**src/rtl/alu_pkg.sv**
```systemverilog
// Shared ALU definitions: opcode map, stage states and latency classes.
// Opcode values mirror the combinational ALU's encoding exactly.
package alu_pkg;

    localparam logic [4:0] OP_ADD  = 5'b00011;
    localparam logic [4:0] OP_SUB  = 5'b00100;
    localparam logic [4:0] OP_AND  = 5'b00101;
    localparam logic [4:0] OP_OR   = 5'b00110;
    localparam logic [4:0] OP_SHR  = 5'b00111;
    localparam logic [4:0] OP_SHRA = 5'b01000;
    localparam logic [4:0] OP_SHL  = 5'b01001;
    localparam logic [4:0] OP_ROR  = 5'b01010;
    localparam logic [4:0] OP_ROL  = 5'b01011;
    localparam logic [4:0] OP_MUL  = 5'b01111;
    localparam logic [4:0] OP_DIV  = 5'b10000;
    localparam logic [4:0] OP_NEG  = 5'b10001;
    localparam logic [4:0] OP_NOT  = 5'b10010;

    typedef enum logic [1:0] {
        ST_IDLE,
        ST_EXEC,
        ST_HOLD
    } state_e;

    typedef enum logic [1:0] {
        LAT_SINGLE,
        LAT_MUL,
        LAT_DIV
    } lat_class_e;

    function automatic logic is_legal_opcode(input logic [4:0] op);
        case (op)
            OP_ADD, OP_SUB, OP_AND, OP_OR,
            OP_SHR, OP_SHRA, OP_SHL, OP_ROR,
            OP_ROL, OP_MUL, OP_DIV, OP_NEG,
            OP_NOT:  return 1'b1;
            default: return 1'b0;
        endcase
    endfunction

    function automatic lat_class_e latency_class(input logic [4:0] op);
        case (op)
            OP_MUL:  return LAT_MUL;
            OP_DIV:  return LAT_DIV;
            default: return LAT_SINGLE;
        endcase
    endfunction

endpackage

```
**src/rtl/op_latency_counter.sv**
```systemverilog
// Down-counter timing a multi-cycle op; saturates at zero until reloaded.
module op_latency_counter #(
    parameter int W = 3
) (
    input  logic         clk,
    input  logic         clr,
    input  logic         load,
    input  logic [W-1:0] load_val,
    input  logic         dec,
    output logic         expired
);

    logic [W-1:0] count;

    always_ff @(posedge clk or posedge clr) begin
        if (clr) begin
            count <= '0;
        end else if (load) begin
            count <= load_val;
        end else if (dec && count != '0) begin
            count <= count - 1'b1;
        end
    end

    assign expired = (count == '0);

endmodule

```
**src/rtl/alu_z_stage.sv**
```systemverilog
// ALU result-capture stage: times each op, latches Z and status flags,
// and hands the result to the control unit over ready/valid/ack.
module alu_z_stage
    import alu_pkg::*;
#(
    parameter int MUL_LATENCY = 4,
    parameter int DIV_LATENCY = 8,
    parameter int ALU_LATENCY = 1
) (
    input  logic        clk,
    input  logic        clr,
    input  logic        start,
    input  logic [4:0]  opcode,
    input  logic [31:0] b_operand,
    input  logic [63:0] alu_result,
    input  logic        ack,
    output logic        ready,
    output logic        busy,
    output logic        valid,
    output logic        done,
    output logic        hilo_we,
    output logic [31:0] z_hi,
    output logic [31:0] z_lo,
    output logic        zero,
    output logic        negative,
    output logic        div_zero,
    output logic        illegal_op
);

    localparam int MAX_A = (MUL_LATENCY > DIV_LATENCY) ? MUL_LATENCY : DIV_LATENCY;
    localparam int MAX_L = (MAX_A > ALU_LATENCY) ? MAX_A : ALU_LATENCY;
    localparam int CW    = (MAX_L > 1) ? $clog2(MAX_L) : 1;

    state_e     state;
    state_e     state_nx;
    lat_class_e cls_in;
    lat_class_e cls_q;
    logic [4:0]    op_q;
    logic [CW-1:0] load_val;
    logic [63:0]   cap_val;
    logic accept;
    logic cap;
    logic cnt_exp;
    logic ill_in;
    logic dz_in;
    logic sel_ovr;
    logic sel_mul;
    logic sel_div;

    assign ready  = (state == ST_IDLE) || (state == ST_HOLD && ack);
    assign busy   = (state == ST_EXEC);
    assign valid  = (state == ST_HOLD);
    assign accept = start && ready;
    assign cap    = busy && cnt_exp;

    assign cls_in = latency_class(opcode);
    assign cls_q  = latency_class(op_q);
    assign ill_in = !is_legal_opcode(opcode);
    assign dz_in  = (cls_in == LAT_DIV) && (b_operand == '0);

    assign sel_ovr = ill_in || dz_in;
    assign sel_mul = (cls_in == LAT_MUL);
    assign sel_div = (cls_in == LAT_DIV) && !dz_in;

    // Faulted ops finish in one cycle and always produce a zero result
    assign cap_val = (div_zero || illegal_op) ? '0 : alu_result;

    always_comb begin
        load_val = CW'(ALU_LATENCY - 1);
        unique case (1'b1)
            sel_ovr: load_val = '0;
            sel_mul: load_val = CW'(MUL_LATENCY - 1);
            sel_div: load_val = CW'(DIV_LATENCY - 1);
            default: load_val = CW'(ALU_LATENCY - 1);
        endcase
    end

    op_latency_counter #(
        .W(CW)
    ) u_cnt (
        .clk      (clk),
        .clr      (clr),
        .load     (accept),
        .load_val (load_val),
        .dec      (busy),
        .expired  (cnt_exp)
    );

    always_ff @(posedge clk or posedge clr) begin
        if (clr) begin
            state <= ST_IDLE;
        end else begin
            state <= state_nx;
        end
    end

    always_comb begin
        state_nx = state;
        unique case (state)
            ST_IDLE: if (accept) state_nx = ST_EXEC;
            ST_EXEC: if (cnt_exp) state_nx = ST_HOLD;
            ST_HOLD: if (ack) state_nx = start ? ST_EXEC : ST_IDLE;
            default: state_nx = ST_IDLE;
        endcase
    end

    always_ff @(posedge clk or posedge clr) begin
        if (clr) begin
            op_q       <= '0;
            div_zero   <= 1'b0;
            illegal_op <= 1'b0;
            done       <= 1'b0;
            hilo_we    <= 1'b0;
            z_hi       <= '0;
            z_lo       <= '0;
            zero       <= 1'b0;
            negative   <= 1'b0;
        end else begin
            done    <= cap;
            hilo_we <= cap && (cls_q == LAT_MUL || cls_q == LAT_DIV);
            if (accept) begin
                op_q       <= opcode;
                div_zero   <= dz_in;
                illegal_op <= ill_in;
            end
            if (cap) begin
                z_hi     <= cap_val[63:32];
                z_lo     <= cap_val[31:0];
                zero     <= (cap_val == '0);
                negative <= (cls_q == LAT_MUL) ? cap_val[63] : cap_val[31];
            end
        end
    end

endmodule

```
**config.mk**
```make
export PLATFORM = sky130hd
export DESIGN_NAME = alu_z_stage
export DESIGN_NICKNAME = d
export VERILOG_FILES = /design/src/rtl/alu_pkg.sv /design/src/rtl/op_latency_counter.sv /design/src/rtl/alu_z_stage.sv
export SDC_FILE = /design/constraint.sdc
export NUM_CORES = 1
export LEC_CHECK = 0
export CAP_MARGIN = 20
export CORE_ASPECT_RATIO = 1.1
export CORE_MARGIN = 2
export CORE_UTILIZATION = 43
export DETAILED_ROUTE_END_ITERATION = 7
export PLACE_DENSITY = 0.95
export SETUP_SLACK_MARGIN = 0.3
export SLEW_MARGIN = 20
export SYNTH_ARGS = -nofsm -noshare
export SYNTH_HDL_FRONTEND = slang
export SYNTH_HIERARCHICAL = 1
export SYNTH_SLANG_ARGS = --single-unit
```
**constraint.sdc**
```tcl
create_clock -name clk -period 3.9 [get_ports clk]
set_input_delay 0.585 -clock clk [delete_from_list [all_inputs] [get_ports clk]]
set_output_delay 0.585 -clock clk [all_outputs]
set_load 0.005 [all_outputs]
```
# Word level (Yosys, flattened, before mapping)
# Memories as Yosys holds them, arrays and structs flattened.
# Cells that the tools add are included.
# totals
regBits,80
rom_bits,32
output_inout_bits,73
mem_count,1
# op_classes
n_addsub,1
eq_ne,13
mux,12
reduce_logical,19
# mem_list
name,words,word_bits,rd,rd_clocked_by_memory_dff,write_ports,line_no,text
(name not given),32,1,1,0,0,alu_pkg.sv:32,case (op)
# op_table
cell,count
logical NOT 64 bit,1
2-to-1 mux 64 bit,1
logical NOT 32 bit,1
"equality test 5 x 4 -> 1 bit, second input constant",2
"equality test 5 bit, second input constant",2
case mux 2 bit (2 select lines),2
logical AND 1 bit,7
"equality test 2 x 1 -> 1 bit, second input constant",3
"equality test 2 bit, second input constant",3
2-to-1 mux 2 bit,3
2-to-1 mux 3 bit,2
case mux 2 bit (3 select lines),1
case mux 3 bit (2 select lines),1
"!= test 2 bit, second input constant",2
logical NOT 3 bit,1
logical OR 1 bit,3
AND reduction 3 bit,1
nonzero test 3 bit,1
"subtractor 3 x 1 -> 3 bit, second input constant",1
logical NOT 1 bit,2
logical NOT 2 bit,1
2-to-1 mux 1 bit,2
"!= test 2 x 1 -> 1 bit, second input constant",1
nonzero test 2 bit,1

# Depth between registers and ports, before layout
# Gate-level depths: netlist of run 1.
# depth
ltp_word,8
depth_mapped,9
mapped_depth_nobuf,8

# By module
# Netlist of run 1, hierarchy kept.
# by_module_without_submodules
module,instances,cells_each,area_each_um2
alu_z_stage,1,371,3320.7
op_latency_counter,1,20,211.5

# Worst setup path after synthesis of run 1
# OpenSTA, ideal clock, no wires.
# synth_path
path_kind,input -> register
from,input ack
to,register u_cnt.count[1]
setup_time_ns,0.066
t_arrival_ns,1.644
required_time_ns,3.834
slack_ns,2.190
stages,6
path_buffers,2
cell_sequence,o211ai_1 buf_2 inv_1 buf_6 nor4b_1 a221o_1
# synth_between
elab_chain_cells,4
word_cells_on_any_way,5
cone_classes,mux (1); reduce/logical (4)
# synth_rtl
item,line_no,text
"start, declared",alu_z_stage.sv:16,"input logic ack,"
logical AND 1 bit (*),alu_z_stage.sv:50,assign ready = (state == ST_IDLE) || (state == ST_HOLD && ack);
logical OR 1 bit (*),alu_z_stage.sv:50,
logical AND 1 bit (*),alu_z_stage.sv:53,assign accept = start && ready;
named net accept,alu_z_stage.sv:41,logic accept;
2-to-1 mux 3 bit or nonzero test 2 bit (tied branches),n/a,
"end signal, assigned",op_latency_counter.sv:19,count <= load_val;
"end signal, assigned",op_latency_counter.sv:21,count <= count - 1'b1;
"end, declared",op_latency_counter.sv:13,logic [W-1:0] count;
# The timed path passes the listed nets; every way through them passes the cells marked *.
# A chain may end at the register's enable or synchronous reset.

# Final worst setup path of run 1
# layout_path
from,input ack
to,output ready
# layout_between
elab_chain_cells,2
# layout_rtl
item,line_no,text
logical AND 1 bit,alu_z_stage.sv:50,
logical OR 1 bit,alu_z_stage.sv:50,
"end, declared",alu_z_stage.sv:17,"output logic ready,"
# No other way between the ends.

==> results of run 1 <==
==> area by class of cell <==
| type | instances | area [um2] |
|---|---|---|
| Fill cell | 610 | 2366 |
| Sequential cell | 80 | 2002 |
| Timing Repair Buffer | 181 | 1802 |
| Multi-Input combinational cell | 277 | 1393 |
| Tap cell | 108 | 135.1 |
| Clock buffer | 11 | 131.4 |
| Clock inverter | 5 | 81.33 |
| Inverter | 11 | 45.04 |
==> logic make-up after synthesis <==
| kind of cell | count (synthesis) | share of synthesized area |
|---|---|---|
| mux | 5 | 0.01559 |
| simple gates | 252 | 0.3348 |
| compound gates | 18 | 0.03401 |
| buf+inv | 34 | 0.04180 |
| fa+ha+maj | 2 | 0.007084 |
| flops | 80 | 0.5668 |
==> critical path: cells and delay by family <==
family,cells,cell delay [ns]
buffers and inverters,3,1.07
AOI/OAI and AO/OA,1,0.13
==> state kept, by name, indices dropped and copies added (netlist names), 2 cells and up <==
register     count
z_lo            32
state            2
z_hi            32
u_cnt/count      3
op_q             5
==> layer usage <==
metal  vias to the layer above  routed length [um]  global-route usage
met5                         -                   0                   0
met4                         0                 361              0.1183
met3                        34                 532             0.04281
met2                       128                6029              0.4598
met1                      1681                4303              0.3006
li1                       1673                   -                   -
==> power by group through the flow <==
stage          registers [mW]  logic [mW]  clock network, mW
2_1_floorplan            1.36       0.743                  0
3_3_place_gp             1.33        1.59                  0
3_5_place_dp             1.36        1.65                  0
4_1_cts                  1.35        1.66              0.669
5_1_grt                  1.38        1.82              0.702
6_report                 1.35        1.65              0.657
==> worst max-delay path by stage <==
stage,from,to,depth (start not counted)
6_report,ack,ready,4
2_1_floorplan,clr,div_zero,1
4_1_cts,u_cnt/count[0],zero,8
5_1_grt,u_cnt/count[0],zero,8
3_3_place_gp,ack,ready,4
3_5_place_dp,alu_result[31],zero,5
==> through the flow <==
| stage | worst slack, ns | cell area [um2] | hold WS [ns] |
|---|---|---|---|
| global placement | 1.556 | 5374 | 0.4476 |
| detailed placement | 1.508 | 5374 | 0.4543 |
| finish | 1.524 | 5589 | 0.4692 |
| global route | 1.280 | 5589 | 0.4819 |
| CTS | 1.512 | 5587 | 0.4557 |
| floorplan | 1.348 | 3532 | 0.3386 |
==> cell usage in the layout (no fill, tap or decap), types with 4 or more instances in the layout <==
| cell | instances |
|---|---|
| sky130_fd_sc_hd__buf_4 | 4 |
| sky130_fd_sc_hd__clkbuf_8 | 9 |
| sky130_fd_sc_hd__clkdlybuf4s50_1 | 177 |
| sky130_fd_sc_hd__dfrtp_1 | 80 |
| sky130_fd_sc_hd__inv_1 | 8 |
| sky130_fd_sc_hd__mux2_1 | 4 |
| sky130_fd_sc_hd__nand2_1 | 134 |
| sky130_fd_sc_hd__nand3_1 | 65 |
| sky130_fd_sc_hd__nand4_1 | 7 |
| sky130_fd_sc_hd__nor2_1 | 6 |
| sky130_fd_sc_hd__nor2b_1 | 5 |
| sky130_fd_sc_hd__nor4_1 | 20 |
| sky130_fd_sc_hd__nor4_2 | 5 |
| sky130_fd_sc_hd__o21ai_1 | 5 |
==> results.md, run 1 <==
| Quantity | This run |
|---|---|
| Slowest stage cell on the critical path | sky130_fd_sc_hd__clkdlybuf4s50_1 |
| Arr. time, crit path | 1.79 ns |
| Diode insertion count for antenna repair | 0 |
| Routability Congestion | 0.8252 |
| Type of origin of the critical path | input port |
| Flop pwr share | 0.369 |
| Leakage | 2.545 nW |
| Quantity of gates resized following cts | 0 |
| TritonCTS clock tree | yes |
| Number of global-route vias before repair | 3718 |
| Worst Tran Pin Value | 0.9287 ns |
| Post-synthesis instance area | 3532 um2 |
| Synthesized netlist cell count | 391 |
| Number of flops mapped to enable cells by yosys | 0 |
| Switching pwr | 1.314 mW |
| Capture endpoint of the worst hold path | z_hi[11] |
| Final Setup Violations | 0 |
| Count of nets after finishing | 667 |
| Worst vdd ir | 0.3243 mV |
| Clock H-tree levels | 3 |
| Number of placement rows | 34 |
| Worst hold path type | flop to flop |
| Synthesized area per cell | 9.034 um2 |
| Post-layout total power | 3.659 mW |
| Master cell of the clock root buffer | sky130_fd_sc_hd__clkbuf_8 |
| Final routed wire length divided by cell count | 16.68 um |
| Wire length of the first global-routing pass | 18.16 mm |
| Number of distinct standard cells referenced by the synthesized netlist | 34 |
| Remaining antenna violation count after routing | 0 |
| Initial antenna violation count | 0 |
| Startpoint of the most critical hold path | z_hi[11] |
| Final HPWL from detailed placement | 8.321 mm |
| Largest buffer count on any clock path | 2 |
| Count of endpoints failing hold in the final timing report | 0 |
| Drc violations | 0 |
| Via count | 3516 |
| Flop2flop setup slack | 1.55 ns |
| Yosys reg bits | 80 |
| Cell taking the most area after synthesis | sky130_fd_sc_hd__dfrtp_1 |
| Most used standard cell by instance count after synthesis | sky130_fd_sc_hd__nand2_1 |
| Worst clock skew | 0.007300 ns |
| Highest cell delay on the worst timing path | 0.51 ns |
| Synth area leaders | sky130_fd_sc_hd__dfrtp_1 57%, sky130_fd_sc_hd__nand2_1 14%, sky130_fd_sc_hd__nand3_1 9.2%, sky130_fd_sc_hd__nor4_1 3.5%, sky130_fd_sc_hd__nor4_2 1.8% |
| CTS clock-pin slew for the worst setup and hold paths | 0.08 ns |
| Count of placed standard cells including taps | 657 |
| Die X-Extent | 90.42 um |
| Kind of end point of the critical path | output pin |
| Cell count of the worst hold path | 2 |
| Worst reg2reg path endpoint | zero |
| Number of buffers inserted for hold repair after clock tree synthesis | 0 |
| RSZ-0062 raised after global routing | false |
| Crit-path most repeated cell | sky130_fd_sc_hd__clkdlybuf4s50_1 |
| Share of final-layout standard cells stronger than drive strength 1 | 0.05310 |
| Sum of routed wire length over all layers | 11.23 mm |
| Clock Sinks | 80 |
| Share of flip-flops with an asynchronous set or reset after synthesis | 1.000 |
| Minimum clock period after layout | 2.376 ns |
| Maximum operating frequency | 420.9 MHz |
| Sequential fraction of the synthesis area | 0.5668 |
| Pin count of the biggest net entering global routing | 70 |
| Worst reg2reg startpoint | u_cnt/count[0] |
| GRT Residual Overflow | 0 |
| Critical path class | input port to output pin |
| Headroom to the max-slew limit | 0.3801 |
| Clock latency on the worst-skew pair | 0.34 ns |
| Fin crit share | 0.6092 |
| Num ports | 178 |
| Most used flip-flop cell after synthesis | sky130_fd_sc_hd__dfrtp_1 |
| GRT Overall Usage | 0.2559 |
| Warnings from Yosys | 6 |
| Data required, critical path | 3.31 ns |
| Synthesized Nets | 498 |
| Biggest fanout along the worst timing path | 2 |
| Portion of total power attributed to the clock network | 0.179 |
| CTS Buf Count | 9 |
| Post-DR vias/cell | 5.224 |
| Utilization after layout | 0.7026 |
| Worst path cell trace | clkdlybuf4s50_1 -> inv_1 -> a21oi_1 -> clkdlybuf4s50_1 |
| Number of cells on the worst reg-to-reg path | 8 |
| Pins Over Slew Limit | 0 |
| Height of the die | 99.06 um |
| Internal Dissipation | 2.346 mW |
| Final non-filler cell total | 673 |
| Placeable core area | 7955 um2 |
| Area growth syn-to-layout | 58.24% |
| Status | finished clean |
| Cell Pwr Density | 654.7 nW/um2 |
| Switching share of power | 0.3590 |
| Die outline area | 8956 um2 |
| Postcts setup bufs | 0 |
| Initial DRC Count | 156 |
| Combinational cell fraction of total power | 0.452 |
| Detailed-routing iteration count for the pre-antenna-repair pass | 4 |
| Share of the synthesized area in the top cell type | 0.5668 |
| Aggregate negative setup slack | 0 ns |
| Initial core utilization | 0.4440 |
| # Max-Cap Violations | 0 |
| I/O Buffers | 177 |
| Most instantiated cells after synthesis | 135 x sky130_fd_sc_hd__nand2_1, 80 x sky130_fd_sc_hd__dfrtp_1, 65 x sky130_fd_sc_hd__nand3_1 |
(Power assumes the default switching activity.)
==> run 2, diff against run 1 <==
Settings changed: CORE_UTILIZATION 43 to 40, PLACE_DENSITY 0.95 to 0.92.
Clock period 3.9 ns to 2.5 ns, I/O delays scaled along.
==> run 2 against run 1 <==
- die area rose by 7.2%
- clock power rose by 30%
- setup slack got worse by 1.1 ns
- non-clock buffer count rose by 3
- sequential cell count did not move
- register-to-register slack got worse by 0.95 ns
- clock-buffer cell count fell by 2
- combinational power rose by 58%
- hold slack got worse by 0.17 ns
- critical path type is now flop to output pin
- global-route usage fell by 2.8 points
==> results.md, run 2 (synthesis results as in run 1) <==
| Quantity | This run | Change |
|---|---|---|
| TritonCTS clock tree | yes |  |
| Sum of routed wire length over all layers | 10.66 mm | -5.1% |
| Final HPWL from detailed placement | 8.155 mm | -2.0% |
| Largest registers ranked by flip-flop count | z_hi (32), z_lo (32), op_q (5) |  |
| Filler cells | 689 | +13% |
| CTS Buf Count | 9 | unchanged |
| Final routed wire length divided by cell count | 15.70 um | -5.9% |
| Count of nets after finishing | 670 | +0.45% |
| Die X-Extent | 93.60 um | +3.5% |
| Initial antenna violation count | 0 | unchanged |
| Final Setup Violations | 0 | unchanged |
| Remaining antenna violation count after routing | 0 | unchanged |
| Largest buffer count on any clock path | 2 | unchanged |
| Initial core utilization | 0.4158 | -0.02825 |
| Critical path class | flop to output pin |  |
| Maximum operating frequency | 480.4 MHz |  |
| Post-layout total power | 5.552 mW | +52% |
| Via count | 3493 | -0.65% |
| Worst vdd ir | 0.4615 mV | +42% |
| Most frequent standard cell in the layout excluding fill and tap cells | sky130_fd_sc_hd__clkdlybuf4s50_1 |  |
| Worst clock skew | 0.01141 ns | +0.004114 ns |
| Kind of end point of the critical path | output pin |  |
| Count of endpoints failing hold in the final timing report | 0 | unchanged |
| GRT Overall Usage | 0.2279 | -0.02804 |
| Status | finished clean |  |
| Clock Sinks | 80 | unchanged |
| Arr. time, crit path | 1.71 ns | -0.08 ns |
| Wire length of the first global-routing pass | 17.17 mm | -5.5% |
| Number of global-route vias before repair | 3541 | -4.8% |
| Cell Pwr Density | 990.7 nW/um2 | +51% |
| Num ports | 178 | unchanged |
| Minimum clock period after layout | 2.081 ns |  |
| Headroom to the max-slew limit | 0.5387 | +0.1585 |
| GRT Residual Overflow | 0 | unchanged |
| Quantity of gates resized following cts | 0 | unchanged |
| Clock H-tree levels | 3 | unchanged |
| Post-DR vias/cell | 5.144 | -1.5% |
| Type of origin of the critical path | flop |  |
| Area of all sequential standard cells | 2002 um2 | unchanged |
| Pin count of the biggest net entering global routing | 67 | -4.3% |
| Master cell of the clock root buffer | sky130_fd_sc_hd__clkbuf_8 |  |
| Aggregate negative setup slack | 0 ns | unchanged |
| CTS clock-pin slew for the worst setup and hold paths | 0.08 ns | about the same |
| Initial DRC Count | 115 | -26% |
| Clock latency on the worst-skew pair | 0.33 ns | about the same |
| Die outline area | 9599 um2 | +7.2% |
| Area growth syn-to-layout | 58.66% |  |
| Worst hold path type | input port to async pin |  |
| Fin crit share | 0.8326 |  |
| Worst Tran Pin Value | 0.6920 ns | -0.2367 ns |
| # Max-Cap Violations | 0 | unchanged |
| RSZ-0062 raised after global routing | false |  |
| Leakage | 2.550 nW | +0.23% |
| I/O Buffers | 177 | unchanged |
| Total area of multi-input combinational cells | 1393 um2 | unchanged |
| Placeable core area | 8496 um2 | +6.8% |
| Postcts setup bufs | 0 | unchanged |
| Number of buffers inserted for hold repair after clock tree synthesis | 0 | unchanged |
| Data required, critical path | 2.12 ns | -1.19 ns |
| Highest-count cells in the layout ignoring fill and taps | 177 x sky130_fd_sc_hd__clkdlybuf4s50_1, 134 x sky130_fd_sc_hd__nand2_1, 80 x sky130_fd_sc_hd__dfrtp_1, 65 x sky130_fd_sc_hd__nand3_1, 20 x sky130_fd_sc_hd__nor4_1 |  |
| Number of placement rows | 35 | +2.9% |
| Diode insertion count for antenna repair | 0 | unchanged |
| Height of the die | 102.6 um | +3.5% |
| Detailed-routing iteration count for the pre-antenna-repair pass | 6 | +2 |
| Share of final-layout standard cells stronger than drive strength 1 | 0.06162 | +0.008522 |
| Biggest fanout along the worst timing path | 6 | +4 |
| Pins Over Slew Limit | 0 | unchanged |
| Routability Congestion | 0.8045 | -2.5% |
| Drc violations | 0 | unchanged |
-- run 2: cell count changes in the layout (fill, tap and decap cells not counted), sizes merged --
cell,previous run,this run
clkbuf,11,9
inv,10,13
clkinvlp,1,2
buf,4,7
bufinv,2,0
-- run 2: worst paths after layout --
check | startpoint | to | slack [ns] | cells after the start
min in group clk | z_hi[9] | z_hi[9] | 0.47 | 2
max | state[1] | busy | 0.42 | 2
min | clr | u_cnt/count[0] | 0.30 | 2
max in group asynchronous | clr | z_lo[11] | 1.69 | 3
max reg2reg | u_cnt/count[0] | z_lo[0] | 0.60 | 8
min reg2reg | z_hi[9] | z_hi[9] | 0.47 | 2
-- run 2: stage by stage --
step                      std cells  utilization  instance area [um2]  hold slack, ns  worst slack, ns
after floorplan                 391            -                 3536          0.1286           0.9331
after global placement          663       0.6389                 5428          0.4493           0.3758
after detailed placement        663       0.6389                 5428          0.4557           0.3394
after CTS                       679       0.6596                 5604          0.2799           0.4118
after global routing            679       0.6596                 5604          0.2814           0.3625
final                           679       0.6596                 5604          0.2954           0.4185
-- run 2: cell type report --
cell class / instances / share of cell area
tap: 111 / 0.02478
inverter: 11 / 0.008038
sequential: 80 / 0.3572
clock inverter: 7 / 0.009377
multi-input combinational: 277 / 0.2485
clock buffer: 9 / 0.02210
timing repair buffer: 184 / 0.3300
-- run 2: worst max-delay path, stage by stage (launching register included) --
cell and delay, ns:
sky130_fd_sc_hd__dfrtp_1 0.42, sky130_fd_sc_hd__nor2b_1 0.35, sky130_fd_sc_hd__clkdlybuf4s50_1 0.61
-- run 2: report_power, final --
part	switching, mW	leakage [nW]	internal [mW]
sequential	0.290	1.03	1.81
clock	0.486	0.0904	0.370
combinational	1.27	1.43	1.33
-- run 2: layer usage --
metal  GRT usage  part of all wire  vias up
li1            -                 -     1678
met1      0.2795              0.39     1669
met2      0.3907              0.52      128
met3     0.05409             0.067       18
met4     0.09365             0.022        0
met5           0                 0        -
